File: src/rtl/reg_wr_arbiter.sv
// Round-robin arbiter: three requesters share one register bank write port.
// Two-state FSM with registered outputs; each grant is a one-cycle write pulse.
module reg_wr_arbiter #(
    parameter int WIDTH   = 16,
    parameter int NREG    = 8,
    parameter int ZERO_R0 = 1,
    localparam int AW     = (NREG > 1) ? $clog2(NREG) : 1
) (
    input  logic             clk,
    input  logic             rst,
    input  logic             flush,
    input  logic [2:0]       req,
    input  logic [AW-1:0]    addr0,
    input  logic [AW-1:0]    addr1,
    input  logic [AW-1:0]    addr2,
    input  logic [WIDTH-1:0] data0,
    input  logic [WIDTH-1:0] data1,
    input  logic [WIDTH-1:0] data2,
    output logic [2:0]       gnt,
    output logic [NREG-1:0]  wr_sel,
    output logic [WIDTH-1:0] wr_data,
    output logic             busy,
    output logic [7:0]       wr_cnt
);

    typedef enum logic {
        IDLE  = 1'b0,
        GRANT = 1'b1
    } state_t;

    state_t           state_q, state_d;
    logic [1:0]       ptr_q, ptr_d;
    logic [2:0]       gnt_q, gnt_d;
    logic [NREG-1:0]  sel_q, sel_d;
    logic [WIDTH-1:0] data_q, data_d;
    logic             busy_q, busy_d;
    logic [7:0]       cnt_q, cnt_d;

    logic             found;
    logic [1:0]       win;
    logic [2:0]       idx;
    logic [AW-1:0]    win_addr;
    logic [WIDTH-1:0] win_data;
    logic [NREG-1:0]  dec;

    // Scan ptr, ptr+1, ptr+2 (mod 3); the first active request wins.
    always_comb begin
        found = 1'b0;
        win   = 2'd0;
        idx   = 3'd0;
        for (int k = 0; k < 3; k++) begin
            idx = {1'b0, ptr_q} + 3'(k);
            if (idx >= 3'd3) idx = idx - 3'd3;
            if (!found && req[idx[1:0]]) begin
                found = 1'b1;
                win   = idx[1:0];
            end
        end
    end

    always_comb begin
        case (win)
            2'd1:    begin win_addr = addr1; win_data = data1; end
            2'd2:    begin win_addr = addr2; win_data = data2; end
            default: begin win_addr = addr0; win_data = data0; end
        endcase
    end

    // Out-of-range addresses and a hardwired register 0 decode to no select.
    always_comb begin
        dec = '0;
        for (int k = 0; k < NREG; k++) begin
            if (win_addr == AW'(k) && !(ZERO_R0 != 0 && k == 0))
                dec[k] = 1'b1;
        end
    end

    always_comb begin
        state_d = IDLE;
        ptr_d   = ptr_q;
        gnt_d   = '0;
        sel_d   = '0;
        data_d  = '0;
        busy_d  = 1'b0;
        cnt_d   = cnt_q;
        if (state_q == IDLE && !flush && found) begin
            state_d = GRANT;
            ptr_d   = (win == 2'd2) ? 2'd0 : win + 2'd1;
            gnt_d   = 3'b001 << win;
            sel_d   = dec;
            data_d  = win_data;
            busy_d  = 1'b1;
            if (dec != '0 && cnt_q != 8'hFF)
                cnt_d = cnt_q + 8'd1;
        end
    end

    always_ff @(posedge clk or negedge rst) begin
        if (!rst) begin
            state_q <= IDLE;
            ptr_q   <= 2'd0;
            gnt_q   <= '0;
            sel_q   <= '0;
            data_q  <= '0;
            busy_q  <= 1'b0;
            cnt_q   <= '0;
        end else begin
            state_q <= state_d;
            ptr_q   <= ptr_d;
            gnt_q   <= gnt_d;
            sel_q   <= sel_d;
            data_q  <= data_d;
            busy_q  <= busy_d;
            cnt_q   <= cnt_d;
        end
    end

    assign gnt     = gnt_q;
    assign wr_sel  = sel_q;
    assign wr_data = data_q;
    assign busy    = busy_q;
    assign wr_cnt  = cnt_q;

endmodule

File: config.mk
export PLATFORM = sky130hd
export DESIGN_NAME = reg_wr_arbiter
export DESIGN_NICKNAME = d
export VERILOG_FILES = /design/src/rtl/reg_wr_arbiter.sv
export SDC_FILE = /design/constraint.sdc
export NUM_CORES = 1
export LEC_CHECK = 0
export CAP_MARGIN = 20
export CORE_UTILIZATION = 43
export CTS_CLUSTER_SIZE = 30
export DETAILED_ROUTE_END_ITERATION = 16
export PLACE_DENSITY_LB_ADDON = 0.15
export SYNTH_ARGS = -nofsm -noshare
export SYNTH_HDL_FRONTEND = slang
export SYNTH_SLANG_ARGS = --single-unit
File: constraint.sdc
create_clock -name clk -period 5.2 [get_ports clk]
set_input_delay 1.04 -clock clk [delete_from_list [all_inputs] [get_ports clk]]
set_output_delay 1.04 -clock clk [all_outputs]
set_load 0.02 [all_outputs]
* Word level (Yosys, flattened, before mapping)
Index checks and enable logic that the tools add are counted.
** Word-level totals
- Register bits :: 38
- Input port bits :: 63
- Output and inout bits :: 36
** Cells by class
- $add $sub $neg :: 7
- Magnitude comparators :: 6
- Equal/unequal tests :: 10
- Shifts and indexed selects :: 1
- Mux-type cells :: 29
- Bitwise operators :: 1
- Reductions and logical operators :: 10
** Operator list (count)
- one-hot mux 16 bit (2 select lines) :: 1
- 2-to-1 mux 16 bit :: 1
- 2-to-1 mux 1 bit :: 14
- 2-to-1 mux 2 bit :: 7
- == test 3 bit, second input constant :: 4
- < comparator 2 x 3 -> 1 bit, second input constant :: 3
- adder 8 x 1 -> 8 bit, second input constant :: 1
- 2-to-1 mux 8 bit :: 1
- inequality test 8 bit, second input constant :: 1
- nonzero test 8 bit :: 1
- binary-select mux 1 bit (select 2 bit) :: 3
- == test 3 x 2 -> 1 bit, second input constant :: 2
- >= comparator 3 x 2 -> 1 bit, second input constant :: 2
- one-hot mux 3 bit (2 select lines) :: 1
- subtractor 2 bit, second input constant :: 3
- logical AND 1 bit :: 5
- adder 2 x 1 -> 3 bit, second input constant :: 1
- adder 2 x 2 -> 3 bit, second input constant :: 1
- == test 3 x 1 -> 1 bit, second input constant :: 1
- logical NOT 1 bit :: 3
- 2-to-1 mux 3 bit :: 1
- left shift 1 x 2 -> 3 bit, first input constant :: 1
- adder 2 x 1 -> 2 bit, second input constant :: 1
- == test 2 x 1 -> 1 bit, second input constant :: 1
- other kinds (4) :: 4

* Longest topological paths before layout
- Word-level depth :: 18
- Depth in mapped cells :: 15

* Least setup slack after synthesis
Ideal clock, no wire load.
- Path kind :: input port to flip-flop
- Start point :: in req[1]
- End point :: reg cnt_q[1] (netlist: wr_cnt[1])
- Arrival :: 3.452 ns
- Data required time :: 5.072 ns
- Slack :: 1.620 ns
- Stages :: 11
- Buffers on the path :: 2
- Cell sequence :: mux2i_1 o22ai_1 nand2_1 o31a_1 ha_1 clkbuf_1 a21oi_1 or3_1 buf_2 nand3_1 mux2_1
** Between the ends
- Longest elaborated chain between the ends :: 16
- Elaborated cells between the ends (all ways) :: 37
- Those cells by class :: 9 x eq/ne; 20 x mux; 8 x reduce/logical
** Ends and longest elaborated chain
- start, declared :: line 12 : input logic [2:0] req,
- binary-select mux 1 bit (select 2 bit) :: line 54 : if (!found && req[idx[1:0]]) begin
- 2-to-1 mux 1 bit (implied by the code) :: line 54
- 2-to-1 mux 1 bit :: line 54
- logical NOT 1 bit :: line 54
- logical AND 1 bit :: line 54
- 2-to-1 mux 1 bit :: line 54
- logical NOT 1 bit :: line 54
- logical AND 1 bit :: line 54
- 2-to-1 mux 2 bit :: line 54
- == test 2 bit or == test 2 x 1 -> 1 bit (tied branches) :: line 62 : case (win)
- one-hot mux 3 bit (2 select lines) :: line 62
- == test 3 x 1 -> 1 bit, or another cell as far along :: line 73 : if (win_addr == AW'(k) && !(ZERO_R0 != 0 && k == 0))
- 2-to-1 mux 1 bit :: line 73
- nonzero test 8 bit :: line 93 : if (dec != '0 && cnt_q != 8'hFF)
- logical AND 1 bit :: line 93
- AND reduction 2 bit (no line) *
- end signal, assigned :: line 114 : cnt_q <= cnt_d;
- end, declared :: line 37 : logic [7:0] cnt_q, cnt_d;
Mark *: on every way between the ends. The rest lies on a longest branch, timed or not. The select of a mux whose other input is x is not followed.
A chain may end at the register's enable or synchronous reset.

* Final worst setup path
- Start point :: in req[0]
- End point :: reg cnt_q[1] (netlist: wr_cnt[1])
The elaborated chain is that of the path after synthesis.

==> results.txt <==
----------------------------------------------------
[CTS]
  Number of sinks driven by the clock tree ... 37
  H-tree lvl count ... 2
  Total clock buffers created by CTS ... 5
  Clock tree from TritonCTS ... done
  Quantity of gates resized following cts ... 0
  Number of buffers inserted for hold repair after clock tree synthesis ... 0
  CTS root buffer ... clkbuf_8
  Clock-pin slew reported for the worst setup and hold paths after clock tree synthesis ... 80 ps
  Clock latency at the later pin of the worst-skew pair ... 290 ps
  CTS Buffer Depth ... 2
  Setup repair bufs after CTS ... 0

[Hold path]
  Class of the most critical hold timing path ... register to register
  Capture endpoint of the worst hold path ... wr_cnt[7]
  Startpoint of the tightest hold check path ... wr_cnt[7]
  Number of instances on the worst hold path ... 1

[Timing]
  Max-Slew Margin vs Limit ... 32.4%
  Achievable Freq ... 0.241 GHz
  Tightest Pin Transition ... 1010 ps
  Time the final worst path needs with I/O delays and setup ... 4150 ps
  Endpoints failing setup ... 0
  Total Negative Setup Slacks ... 0 ps
  Setup Skew ... 7.58 ps
  Final cycle utilization of the critical path ... 79.8%
  Number of slew-limit violations in the final report ... 0
  Unrepaired setup endpoints after global routing ... no
  Final Hold Fails ... 0

[Final layout]
  Area growth from synthesis to layout ... 55.6%
  Layout cell share with drive strength beyond 1 ... 4.88%
  Commonest non-fill, non-tap cells in the layout ... clkdlybuf4s50_1 (96), dfrtp_1 (37), nor2_1 (30)
  Number of diodes added for antenna fixing ... 0
  Most common cell after layout, fill and taps aside ... clkdlybuf4s50_1
  Nets ... 359

[Run status]
  Outcome ... completed

[GRT]
  Pin count of the biggest net entering global routing ... 38
  Aggregate global-route resource usage ... 23.5%
  Wire length of the first global-routing pass ... 8050 µm
  Total grt overflow ... 0
  Number of global-route vias before repair ... 1815
  Antenna violations before repair ... 0

[Logic synthesis]
  Synthesized-area fraction occupied by adder cells ... 6.53%
  Multiplexer share of the synthesized area ... 1.63%
  Synth Area in XOR/XNOR ... 3.20%
  Synthesized instance count ... 193
  Count of distinct cell types in the synthesized netlist ... 33
  Summed instance area of the synthesized netlist ... 1920 µm²
  Basic-gate share of the synthesized area counting and, or, nand and nor cells ... 15.3%
  Compound-gate portion of the synthesized area ... 20.2%
  Net count of the mapped netlist ... 266
  Post-Syn Area per Cell ... 9.93 µm²
  Yosys warnings ... 0
  Combinational family with the most area after synthesis ... compound AO/OA/AOI/OAI gates
  Post-synthesis register bit count ... 37
  Part of the Yosys area used for sequential elements ... 48.3%

[Power]
  LEAKAGE ... 1.24 nW
  Portion of total power attributed to sequential cells ... 24.1%
  Maximum vdd drop ... 0.310 mV
  Combinational share of power ... 65.4%
  Internal ... 0.000975 W
  Post-layout total power ... 0.00184 W
  Switch Pwr ... 0.000864 W
  Switching share of power ... 47.0%
  Clk pwr share ... 10.5%
  Power per unit of standard cell area ... 617 nW/µm²

[Setup path]
  Critical path required time ... 5380 ps
  Arrival time of the worst setup path ... 4330 ps
  Stages on worst setup path ... 12
  Largest fanout on the critical path ... 20
  CP startpoint kind ... primary input
  Kind of cell adding the most delay to the critical path ... compound AO/OA/AOI/OAI gates
  Beginning of the worst register-to-register path ... ptr_q[0]
  Number of cells on the worst reg-to-reg path ... 12
  Most prevalent standard cell on the critical path ... a21oi_1
  Capturing point of the worst reg2reg path ... wr_cnt[1]
  Worst Setup End Kind ... register
  CP cell instances ... clkdlybuf4s50_1 > mux2i_1 > nor2_1 > a21oi_1 > o22ai_1 > o31a_1 > ha_1 > a22oi_1 > a21oi_1 > or3_1 > nand3_1 > mux2_1
  Worst path bufs/invs ... 1
  Crit Path Category ... primary input to register
  Library cell contributing the largest single delay on the critical path ... ha_1
  R2R setup slack ... 1510 ps
  Max incr delay on CP ... 620 ps

[Routing]
  Average via count per standard cell ... 5.29
  Routed vias ... 1782
  Post-route DRC violation count ... 0
  Post-DR wirelength/cell ... 14.6 µm
  Post-route antenna net violation count ... 0
  DRT Pass-1 Iters ... 4
  Total routed wirelength ... 4910 µm
  Iteration-0 DRC count of the detailed router ... 111

[Floorplanning]
  Placeable core area ... 4140 µm²
  Initial cell density of the core ... 46.3%
  Die Area ... 4730 µm²
  Floorplan row count ... 23
  Die boundary height ... 68.8 µm
  Number of top-level design ports ... 99
  Chip width ... 68.8 µm

[Place]
  Placer Congestion ... 0.789
  DPL Wire Length ... 3820 µm
  # port buffers ... 97

[Flow run]
  Total of max-cap violations ... 0

----------------------------------------------------
## state kept, by name, summed over array words and instances (netlist names)
register and count:
wr_data 16, wr_cnt 8, wr_sel 7, gnt 3, ptr_q 2, busy 1
## cells in the mapped netlist
library cell	n	area (µm²)
o21ai_0	4	20.0
a22oi_1	19	143
or2_2	1	6.26
inv_1	6	22.5
o22ai_1	2	12.5
inv_2	1	3.75
o31ai_1	1	7.51
dfrtp_1	37	926
nor2_1	30	113
xnor2_1	7	61.3
nand3_1	4	20.0
buf_2	3	15.0
and2_1	3	18.8
or3_1	2	12.5
a21oi_1	5	25.0
conb_1	1	3.75
o31a_1	1	8.76
ha_1	10	125
nor3_1	1	5.00
a211oi_1	16	120
mux2_1	1	11.3
buf_6	1	11.3
nand2_1	8	30.0
nand2b_1	3	18.8
clkbuf_1	8	30.0
o41ai_4	1	27.5
mux2i_1	2	20.0
a21o_1	2	15.0
buf_4	1	7.51
nand4_1	7	43.8
o21a_1	1	7.51
and3_1	2	12.5
nor2b_1	2	12.5
## layer usage
metal	wire length, µm	track usage [%]	part of all wire (%)	up-vias
met2	2480	41.1	50	68
met4	61	7.65	1.2	0
li1	-	-	-	870
met1	1990	27.0	41	839
met5	0	0	0	-
met3	382	7.57	7.8	5
## power by group through the flow
stage                     Sequential (W)  Combinational [W]  Clock (W)
after floorplan                 0.000549           0.000729          0
after global placement          0.000446            0.00118          0
after CTS                       0.000444            0.00121   0.000199
after detailed placement        0.000449            0.00120          0
final                           0.000444            0.00120   0.000193
after global routing            0.000456            0.00133   0.000215
## through the flow
stage | worst slack (ps) | utilization, % | instance area (µm²) | cells | hold slack [ps]
floorplan | 1620 | - | 1920 | 193 | 579
global placement | 868 | 69.9 | 2900 | 329 | 483
detailed placement | 751 | 69.9 | 2900 | 329 | 486
CTS | 1060 | 72.0 | 2980 | 337 | 497
global route | 767 | 72.0 | 2980 | 337 | 543
finish | 1050 | 72.0 | 2980 | 337 | 495
## kinds of logic (layout without fill, tap and decap cells)
logic type	count (synthesis)	after routing
other	1	1
and+or+nand+nor	63	63
buffers and inverters	20	114
DFF	37	37
xor gates and xnor gates	7	7
AOI/OAI and AO/OA	52	52
adders and majority gates	10	10
muxes	3	3
## area by class of cell
class	count	area [µm²]
sequential	37	926
timing repair buffer	99	981
clock buffer	5	68.8
inverter	7	26.3
fill	312	1160
tap	50	62.6
clock inverter	3	17.5
multi-input combinational	136	901
## worst register-to-register path, cell delays in order, from the launching register on
cell	delay, ps
dfrtp_1	380
inv_1	90
ha_1	380
nand2_1	80
o22ai_1	330
nand2_1	130
o31a_1	340
ha_1	450
a22oi_1	240
a21oi_1	150
or3_1	500
nand3_1	180
mux2_1	330
## how the worst max path moves through the flow
stage          startpoint   endpoint  slack (ps)
2_1_floorplan      req[1]  wr_cnt[1]        1620
3_3_place_gp       req[0]  wr_cnt[1]         870
3_5_place_dp       req[0]  wr_cnt[1]         750
4_1_cts            req[0]  wr_cnt[1]        1060
5_1_grt            req[1]  wr_cnt[1]         770
6_report           req[0]  wr_cnt[1]        1050
No activity file was read; power rests on OpenSTA's default activity.
